===== src/rtl/hazard_dest_pipe_pkg.sv =====
// Shared register-address constants and the {dest, wb_en} stage pair.
// The hazard detector and register file import this package as well.
package hazard_dest_pipe_pkg;
  localparam int REG_ADDR_W   = 5;
  localparam int STAGE_PAIR_W = REG_ADDR_W + 1;
  localparam int NUM_STAGES   = 3;  // EXE, MEM, WB

  localparam logic [REG_ADDR_W-1:0] BUBBLE_DEST = '0;

  typedef struct packed {
    logic [REG_ADDR_W-1:0] dest;
    logic                  wb_en;
  } stage_pair_t;
endpackage


===== src/rtl/hazard_dest_pipe_if.sv =====
// ID-side inputs, stage destinations and hold/statistics outputs.
// The slave modport belongs to the pipe; the master modport belongs to the ID/hazard side.
interface hazard_dest_pipe_if #(parameter int CNT_W = 16);
  import hazard_dest_pipe_pkg::*;

  logic [REG_ADDR_W-1:0] Dest_ID;
  logic                  WB_EN_ID;
  logic                  Freeze;
  logic                  Flush;
  logic                  Mem_Ready;
  logic [REG_ADDR_W-1:0] Dest_EXE, Dest_MEM, Dest_WB;
  logic                  WB_EN_EXE, WB_EN_MEM, WB_EN_WB;
  logic                  PC_Hold;
  logic                  IFID_Hold;
  logic [CNT_W-1:0]      Stall_Cnt;
  logic [CNT_W-1:0]      Flush_Cnt;

  modport slave (
    input  Dest_ID, WB_EN_ID, Freeze, Flush, Mem_Ready,
    output Dest_EXE, Dest_MEM, Dest_WB, WB_EN_EXE, WB_EN_MEM, WB_EN_WB,
           PC_Hold, IFID_Hold, Stall_Cnt, Flush_Cnt
  );

  modport master (
    output Dest_ID, WB_EN_ID, Freeze, Flush, Mem_Ready,
    input  Dest_EXE, Dest_MEM, Dest_WB, WB_EN_EXE, WB_EN_MEM, WB_EN_WB,
           PC_Hold, IFID_Hold, Stall_Cnt, Flush_Cnt
  );
endinterface


===== src/rtl/hazard_dest_pipe_stage_reg.sv =====
// One {dest, wb_en} pipeline stage register with enable and bubble insert.
module hazard_stage_reg
  import hazard_dest_pipe_pkg::*;
(
  input  logic                  clk,
  input  logic                  rst,
  input  logic                  en,
  input  logic                  bubble,
  input  logic [REG_ADDR_W-1:0] dest_in,
  input  logic                  wb_en_in,
  output logic [REG_ADDR_W-1:0] dest_out,
  output logic                  wb_en_out
);
  always_ff @(posedge clk or posedge rst) begin
    if (rst) begin
      dest_out  <= BUBBLE_DEST;
      wb_en_out <= 1'b0;
    end else if (en) begin
      if (bubble) begin
        dest_out  <= BUBBLE_DEST;
        wb_en_out <= 1'b0;
      end else begin
        dest_out  <= dest_in;
        wb_en_out <= wb_en_in;
      end
    end
  end
endmodule


===== src/rtl/hazard_dest_pipe.sv =====
// Tracks in-flight destinations through EXE/MEM/WB, inserts Freeze/Flush
// bubbles, drives PC/IF-ID hold strobes and keeps saturating bubble counters.
module hazard_dest_pipe
  import hazard_dest_pipe_pkg::*;
#(
  parameter int CNT_W = 16
) (
  input logic                 clk,
  input logic                 rst,
  hazard_dest_pipe_if.slave   bus
);
  logic                                   advance;
  logic                                   kill;
  logic [NUM_STAGES:0][REG_ADDR_W-1:0]    dest_c;
  logic [NUM_STAGES:0]                    wb_c;
  logic [CNT_W-1:0]                       stall_cnt;
  logic [CNT_W-1:0]                       flush_cnt;

  assign advance = bus.Mem_Ready;
  assign kill    = bus.Flush | bus.Freeze;

  // r0 is never a live destination, so its write enable is dropped on entry.
  assign dest_c[0] = bus.Dest_ID;
  assign wb_c[0]   = bus.WB_EN_ID & (bus.Dest_ID != REG_ADDR_W'(0));

  for (genvar g = 0; g < NUM_STAGES; g++) begin : g_stage
    hazard_stage_reg u_stage (
      .clk       (clk),
      .rst       (rst),
      .en        (advance),
      .bubble    ((g == 0) ? kill : 1'b0),
      .dest_in   (dest_c[g]),
      .wb_en_in  (wb_c[g]),
      .dest_out  (dest_c[g+1]),
      .wb_en_out (wb_c[g+1])
    );
  end

  assign bus.Dest_EXE  = dest_c[1];
  assign bus.WB_EN_EXE = wb_c[1];
  assign bus.Dest_MEM  = dest_c[2];
  assign bus.WB_EN_MEM = wb_c[2];
  assign bus.Dest_WB   = dest_c[3];
  assign bus.WB_EN_WB  = wb_c[3];

  // Flush wins: a flushed instruction needs no re-issue, so the PC may move.
  assign bus.PC_Hold   = (bus.Freeze & ~bus.Flush) | ~bus.Mem_Ready;
  assign bus.IFID_Hold = bus.PC_Hold;

  always_ff @(posedge clk or posedge rst) begin
    if (rst) begin
      stall_cnt <= '0;
      flush_cnt <= '0;
    end else if (advance) begin
      if (bus.Flush) begin
        if (~&flush_cnt) flush_cnt <= flush_cnt + 1'b1;
      end else if (bus.Freeze) begin
        if (~&stall_cnt) stall_cnt <= stall_cnt + 1'b1;
      end
    end
  end

  assign bus.Stall_Cnt = stall_cnt;
  assign bus.Flush_Cnt = flush_cnt;
endmodule


===== src/flat_wrapper.sv =====
// flat-port wrapper written by rule: the top's interface ports become plain ports
module hazard_dest_pipe_flat import hazard_dest_pipe_pkg::*;
#(
  parameter int CNT_W = 16
)
  (clk, rst, bus_Dest_ID, bus_WB_EN_ID, bus_Freeze, bus_Flush, bus_Mem_Ready, bus_Dest_EXE, bus_Dest_MEM, bus_Dest_WB, bus_WB_EN_EXE, bus_WB_EN_MEM, bus_WB_EN_WB, bus_PC_Hold, bus_IFID_Hold, bus_Stall_Cnt, bus_Flush_Cnt);
  hazard_dest_pipe_if #(.CNT_W(CNT_W)) bus_i ();
  input logic clk;
  input logic rst;
  input wire logic [$bits(bus_i.Dest_ID)-1:0] bus_Dest_ID;
  input wire logic [$bits(bus_i.WB_EN_ID)-1:0] bus_WB_EN_ID;
  input wire logic [$bits(bus_i.Freeze)-1:0] bus_Freeze;
  input wire logic [$bits(bus_i.Flush)-1:0] bus_Flush;
  input wire logic [$bits(bus_i.Mem_Ready)-1:0] bus_Mem_Ready;
  output wire logic [$bits(bus_i.Dest_EXE)-1:0] bus_Dest_EXE;
  output wire logic [$bits(bus_i.Dest_MEM)-1:0] bus_Dest_MEM;
  output wire logic [$bits(bus_i.Dest_WB)-1:0] bus_Dest_WB;
  output wire logic [$bits(bus_i.WB_EN_EXE)-1:0] bus_WB_EN_EXE;
  output wire logic [$bits(bus_i.WB_EN_MEM)-1:0] bus_WB_EN_MEM;
  output wire logic [$bits(bus_i.WB_EN_WB)-1:0] bus_WB_EN_WB;
  output wire logic [$bits(bus_i.PC_Hold)-1:0] bus_PC_Hold;
  output wire logic [$bits(bus_i.IFID_Hold)-1:0] bus_IFID_Hold;
  output wire logic [$bits(bus_i.Stall_Cnt)-1:0] bus_Stall_Cnt;
  output wire logic [$bits(bus_i.Flush_Cnt)-1:0] bus_Flush_Cnt;
  assign bus_i.Dest_ID = bus_Dest_ID;
  assign bus_i.WB_EN_ID = bus_WB_EN_ID;
  assign bus_i.Freeze = bus_Freeze;
  assign bus_i.Flush = bus_Flush;
  assign bus_i.Mem_Ready = bus_Mem_Ready;
  assign bus_Dest_EXE = bus_i.Dest_EXE;
  assign bus_Dest_MEM = bus_i.Dest_MEM;
  assign bus_Dest_WB = bus_i.Dest_WB;
  assign bus_WB_EN_EXE = bus_i.WB_EN_EXE;
  assign bus_WB_EN_MEM = bus_i.WB_EN_MEM;
  assign bus_WB_EN_WB = bus_i.WB_EN_WB;
  assign bus_PC_Hold = bus_i.PC_Hold;
  assign bus_IFID_Hold = bus_i.IFID_Hold;
  assign bus_Stall_Cnt = bus_i.Stall_Cnt;
  assign bus_Flush_Cnt = bus_i.Flush_Cnt;
  hazard_dest_pipe #(.CNT_W(CNT_W)) u_core (.clk(clk), .rst(rst), .bus(bus_i));
endmodule

===== config.mk =====
export PLATFORM = sky130hd
export DESIGN_NAME = hazard_dest_pipe_flat
export DESIGN_NICKNAME = d
export VERILOG_FILES = /design/src/rtl/hazard_dest_pipe_pkg.sv /design/src/rtl/hazard_dest_pipe_if.sv /design/src/rtl/hazard_dest_pipe_stage_reg.sv /design/src/rtl/hazard_dest_pipe.sv /design/src/flat_wrapper.sv
export SDC_FILE = /design/constraint.sdc
export NUM_CORES = 1
export LEC_CHECK = 0
export BUFFER_PORTS_ARGS = -buffer_cell sky130_fd_sc_hd__buf_2
export CAP_MARGIN = 10
export CORE_MARGIN = 2
export CORE_UTILIZATION = 54
export CTS_BUF_LIST = sky130_fd_sc_hd__clkbuf_2 sky130_fd_sc_hd__clkbuf_4 sky130_fd_sc_hd__clkbuf_8
export DETAILED_ROUTE_END_ITERATION = 16
export GPL_ROUTABILITY_DRIVEN = 0
export HOLD_SLACK_MARGIN = 0.06
export PLACE_DENSITY = 0.82
export SETUP_SLACK_MARGIN = 0.3
export SYNTH_ARGS = -nofsm -noshare
export SYNTH_HDL_FRONTEND = slang
export SYNTH_SLANG_ARGS = --single-unit

===== constraint.sdc =====
create_clock -name clk -period 2.05 [get_ports clk]
set_clock_uncertainty 0.2 [all_clocks]
set_input_delay 0.205 -clock clk [delete_from_list [all_inputs] [get_ports clk]]
set_output_delay 0.205 -clock clk [all_outputs]
set_load 0.02 [all_outputs]

* Word-level counts from Yosys, hierarchy flattened
Index checks and enable logic that the tools add are counted.
** Word-level totals
- Flip-flop bits (word level) :: 50
- Latch bits :: 0
- Memory bits (writable) :: 0
- Bits in read-only memories :: 0
- Bits of input ports :: 11
- Output and inout bits :: 52
- Logic and storage cells :: 25
- Memories kept :: 0
** Operators by class
- Add/subtract/negate cells :: 2
- Multipliers :: 0
- Div/mod/pow operators :: 0
- Order comparisons :: 0
- Equal/unequal tests :: 0
- Shifts and indexed selects :: 0
- Mux-type cells :: 2
- Bitwise operators :: 8
- Reduce and logical (&&, ||, !) cells :: 5
** Operator list (number)
- adder 16 x 1 -> 16 bit, second input constant :: 2
- AND reduction 16 bit :: 2
- 2-to-1 mux 5 bit :: 1
- nonzero test 5 bit :: 1
- inverter 1 bit :: 4
- AND reduction 4 bit :: 1
- AND reduction 3 bit :: 1
- AND 1 bit :: 2
- bitwise OR 1 bit :: 2
- 2-to-1 mux 1 bit :: 1

* Logic depth before layout (Yosys ltp)
- Depth in word-level cells :: 3
- Depth in mapped cells :: 6
- Depth with buffers taken out :: 5

* Cells and area by module
A second synthesis with hierarchy kept.
** Second synthesis, totals
- Cell total of the unflattened synthesis :: 201
- Area total of the unflattened synthesis :: 2373.5 µm²
** Modules (own cells, without submodules)
- hazard_dest_pipe :: instances 1, cells an instance 153, area each 1690.4 µm², sequential area each 800.8 µm²
- hazard_stage_reg :: instances 3, cells an instance 16, area each 227.7 µm², sequential area each 150.1 µm²

* Least setup slack after synthesis
OpenSTA, ideal clock, no wires.
- Path type :: reg-to-reg
- From :: reg u_core.stall_cnt[0], in the netlist u_core.bus.Stall_Cnt[0]
- To :: reg u_core.stall_cnt[13], in the netlist u_core.bus.Stall_Cnt[13]
- Library setup time :: 138 ps
- Arrival :: 1598 ps
- Required time :: 1712 ps
- Slack :: 114 ps
- Stages on the path, launching flop included :: 7
- Path buffers :: 1
- Period minus slack after synthesis :: 1936 ps
- Path through :: dfrtp_1 > ha_1 > nand4_1 > nor4_1 > buf_4 > nor4_1 > xor2_1
** On the way
- Word-level cells in the longest chain between the ends :: 3
- Elaborated cells on any way between the ends :: 4
- Classes of those cells :: add/sub (1); bitwise (1); reduce/logical (2)
** Ends and longest elaborated chain
- start, declared :: RTL line hazard_dest_pipe.sv:16 : logic [CNT_W-1:0] stall_cnt;
- start signal, assigned :: RTL line hazard_dest_pipe.sv:58 : if (~&stall_cnt) stall_cnt <= stall_cnt + 1'b1;
- branches (longest 3 deep; another with adder 16 x 1 -> 16 bit)
Several ways; the timed one is not identified.
A chain may end at the register's enable or synchronous reset.

* Final worst setup path
- From :: reg u_core.stall_cnt[0], in the netlist u_core.bus.Stall_Cnt[0]
- To :: reg u_core.stall_cnt[14], in the netlist u_core.bus.Stall_Cnt[14]
Same word-level chain as after synthesis.

==> results <==
- The flow ran to the end, and the final reports show no timing, DRC or antenna violations.
- The final worst-path cycle share is ~86%.
- The first TritonRoute pass finished after 4 iterations.
- The number of buffers and inverters on the critical path is 1.
- The nature of the critical path startpoint is a flop.
- The type of the worst setup path is reg2reg.
- The final-report max-slew violation count is 0.
- The area inside the core boundary is 4029 um2.
- The initial antenna violation count is 0.
- Summing all non-filler instances in the final layout gives an area of between 3000 and 4000 um2.
- The per-cell via count in the routed design is around 5.7.
- The worst path arrival time is between 1500 and 2000 ps.
- The global route total overflow is 0.
- In this run the number of H-tree levels came out at 2.
- The standby leakage power is around 1.7 nW.
- The effective utilization at floorplan is between 50 and 60%.
- At the pin with the least slew margin, the transition time is ~590 ps.
- For this run, the number of Yosys warnings is 0.
- The final-report hold violation count is 0.
- The filler cell count in the final layout is around 230.
- The die covers between 4000 and 5000 um2.
- The worst hold margin is around 120 ps.
- The CTS buffer count is 5.
- The residual DRC count is 0.
- The placed cell area is 2843 um2.
- The power density normalized to cell area is roughly 830 nW/um2.
- Walking the worst path, the cells encountered are ha_4, nand4_1, buf_4, nor3_4, nand4_1, xnor2_1.
- Among the stages of the critical path, the cell type that occurs most often is nand4_1.
- The worst voltage drop across the vdd grid is approximately 0.00084 V.
- The number of max-cap violations is 0.
- The floorplan step set the die height to roughly 69 um.
- The fmax is around 560 MHz.
- The delay of the slowest cell on the worst path is 400 ps.
- In this run the core area contains 23 standard-cell rows.
- The count of pins on the block boundary is 63.
- Grouping stages by cell kind, the critical path spends the most delay in simple AND/OR/NAND/NOR gates.
- The maximum count of clock buffers along a single path is 2.
- The number of antenna cells inserted is 0.
- The class of the worst hold path is in2reg.
- Clock tree synthesis found a total of 50 sinks.
- The layout overhead on the synthesized area is 45.22%.
- Measured against its own limit, the worst slew margin works out to 60.52%.
- The root buffer cell is clkbuf_8.
- Setup repair after global routing could not meet its margin everywhere.
- The cell at the slowest stage of the critical path is dfrtp_2.
- Cells fill 82.58% of the core in the end.
- Summed over all layers, the routed wires come to approximately 6200 um.
- The final-stage net count is around 310.
- For the worst setup path, the data required time is around 2000 ps.
- The peak fanout along the critical path is 4.
- Synthesis produced ~200 cells.
- The pin count of the biggest net entering global routing is between 50 and 60.
- The number of input and output port buffers inserted is 62.
- The total negative slack is 0 ps.
- Of the cells placed in the final design, the portion with a size suffix greater than 1 is between 50% and 60%.
- In the final routed layout, each cell accounts on average for ~18 um.
- The clock transition at the registers of the reported paths is ~90 ps.
- The netlist uses 34 different library cells.
- In the final layout, the multi-input gates occupy between 1000 and 1500 um2.
- The die span in x is a little under 70 um.
- The number of failing setup endpoints in the final timing report is 0.
- The first global-routing pass estimated about 9500 um of wire.
- Summing internal, switching and leakage power gives 0.002777 W.
- Across every metal layer, demand over resource in global routing totals 24.80%.
- The total nets after synthesis is about 210.
- The number of global-route vias before repair was ~2000.
- STA classifies the critical path endpoint as a flop.
- The register bit count reported by yosys is 50.
- The cell area after synthesis is 2291 um2.
- In this run, the number of DRC markers left after iteration 0 of detailed routing was roughly 110.
- Once detail routing completed, the nets flagged for antenna violations numbered 0.
- The combined flip-flop and latch cell area is ~1300 um2.
- At the later pin of the worst-skew pair, clock insertion delay measures around 300 ps.
- Leaving out fill and tap cells, the most frequent cell in the layout is buf_2.
- Of the synthesized area, sequential elements account for a little over half.
- The wire-length estimate of the detail-placed layout is roughly 3600 um.
- The mean instance size in the synthesized netlist is 11.69 um2.
- After layout, the minimum clock period comes to 1771 ps.
- The top cell types in the final layout, fill and taps aside, are buf_2, dfrtp_1, buf_4.
- The final route contains around 2000 vias.
- The clock tree from TritonCTS is yes.
cells in the mapped netlist:
master	number	area, um2
and2_1	2	12.51
and3_1	4	25.02
and3_2	1	7.510
and4_1	2	17.52
and4_2	1	10.01
buf_2	1	5.000
buf_4	3	22.52
clkbuf_1	2	7.510
dfrtp_1	50	1251
ha_1	2	25.02
inv_1	8	30.03
mux2_2	13	146.4
mux2_4	1	15.01
nand2_1	8	30.03
nand2_2	1	6.260
nand3_1	16	80.08
nand3b_1	1	7.510
nand4_1	15	93.84
nand4_2	1	12.51
nand4b_1	1	8.760
nor2_1	2	7.510
nor2_2	1	6.260
nor3_1	9	45.04
nor3b_1	2	15.01
nor4_1	6	37.54
nor4_4	1	21.27
nor4b_1	1	8.760
nor4b_2	1	15.01
o2111ai_1	1	8.760
o21ai_0	7	35.03
or2_2	1	6.260
or4_1	1	7.510
xnor2_1	13	113.9
xor2_1	17	148.9
worst reg2reg max path: cells and delay by family (launching register included):
| family | cells | cell delay, ps |
|---|---|---|
| XOR/XNOR | 1 | 150 |
| adder cells (fa/ha/maj) | 1 | 150 |
| buffers and inverters | 1 | 220 |
| flip-flops | 1 | 400 |
| AND/OR/NAND/NOR | 3 | 550 |
worst paths after layout:
check | from | endpoint | slack (ps) | cells past startpoint
worst max register to register | u_core.bus.Stall_Cnt[0] | u_core.bus.Stall_Cnt[14] | 280 | 6
max in group asynchronous | rst | u_core.bus.Flush_Cnt[14] | 1120 | 4
worst min-delay path | bus_Freeze | u_core.g_stage[0].u_stage.wb_en_out | 120 | 4
worst min register to register | u_core.bus.Flush_Cnt[10] | u_core.bus.Flush_Cnt[10] | 310 | 1
worst max-delay path | u_core.bus.Stall_Cnt[0] | u_core.bus.Stall_Cnt[14] | 280 | 6
min in group asynchronous | rst | u_core.bus.Flush_Cnt[11] | 290 | 4
metal layers:
metal  vias up  global-route usage (%)  share of wire (%)
met1       984                   29.47                 40
li1        919                       -                  -
met3        23                   5.263                4.7
met4         0                   12.85                3.7
met2        84                   42.20                 52
met5         -                       0                  0
cell type report:
type	instances	share of cell area [%]
Timing Repair Buffer	104	20.61
Sequential cell	50	38.10
Tap cell	50	1.880
Multi-Input combinational cell	132	35.65
Inverter	8	0.9026
Clock buffer	7	2.708
Clock inverter	1	0.1504
state kept, by name (all words and copies together) (netlist names):
name                              count
u_core.g_stage.u_stage.dest_out      15
u_core.bus.Flush_Cnt                 16
u_core.bus.Stall_Cnt                 16
u_core.g_stage.u_stage.wb_en_out      3
report_power, final:
| group | total, W | switching, W | leakage [nW] | internal, W |
|---|---|---|---|---|
| clock network | 0.000604 | 0.000318 | 0.0517 | 0.000286 |
| logic | 0.000873 | 0.000484 | 0.969 | 0.000388 |
| registers | 0.00130 | 0.000161 | 0.647 | 0.00114 |
| total | 0.00278 | 0.000963 | 1.67 | 0.00181 |
through the flow:
stage                     worst slack, ps  std cells
after floorplan                     283.8        196
after global placement             -190.2        322
after detailed placement           -293.2        322
after CTS                           238.1        346
after global routing                165.5        352
final                               278.8        352
kinds of logic (layout without fill, tap and decap cells):
family,count (synthesis),count (layout),share of synthesized area (%)
AND/OR/NAND/NOR,78,78,21.03
flip-flops,50,50,54.61
XOR/XNOR,30,30,11.47
multiplexers,14,14,7.045
buffers and inverters,14,120,2.840
AO/OA/AOI/OAI,8,8,1.911
adder cells (fa/ha/maj),2,2,1.092
what timing repair did:
item / 4_1_cts / 5_1_grt
setup endpoints to repair: 21 / 30
endpoints found under the hold margin: 58 / 0
gates resized for setup: 13 / 21
hold buffers: 8 / 0
setup buffers: 8 / 6
pin swaps: 9 / 15
Note: power is estimated with default switching activity, not from simulation.
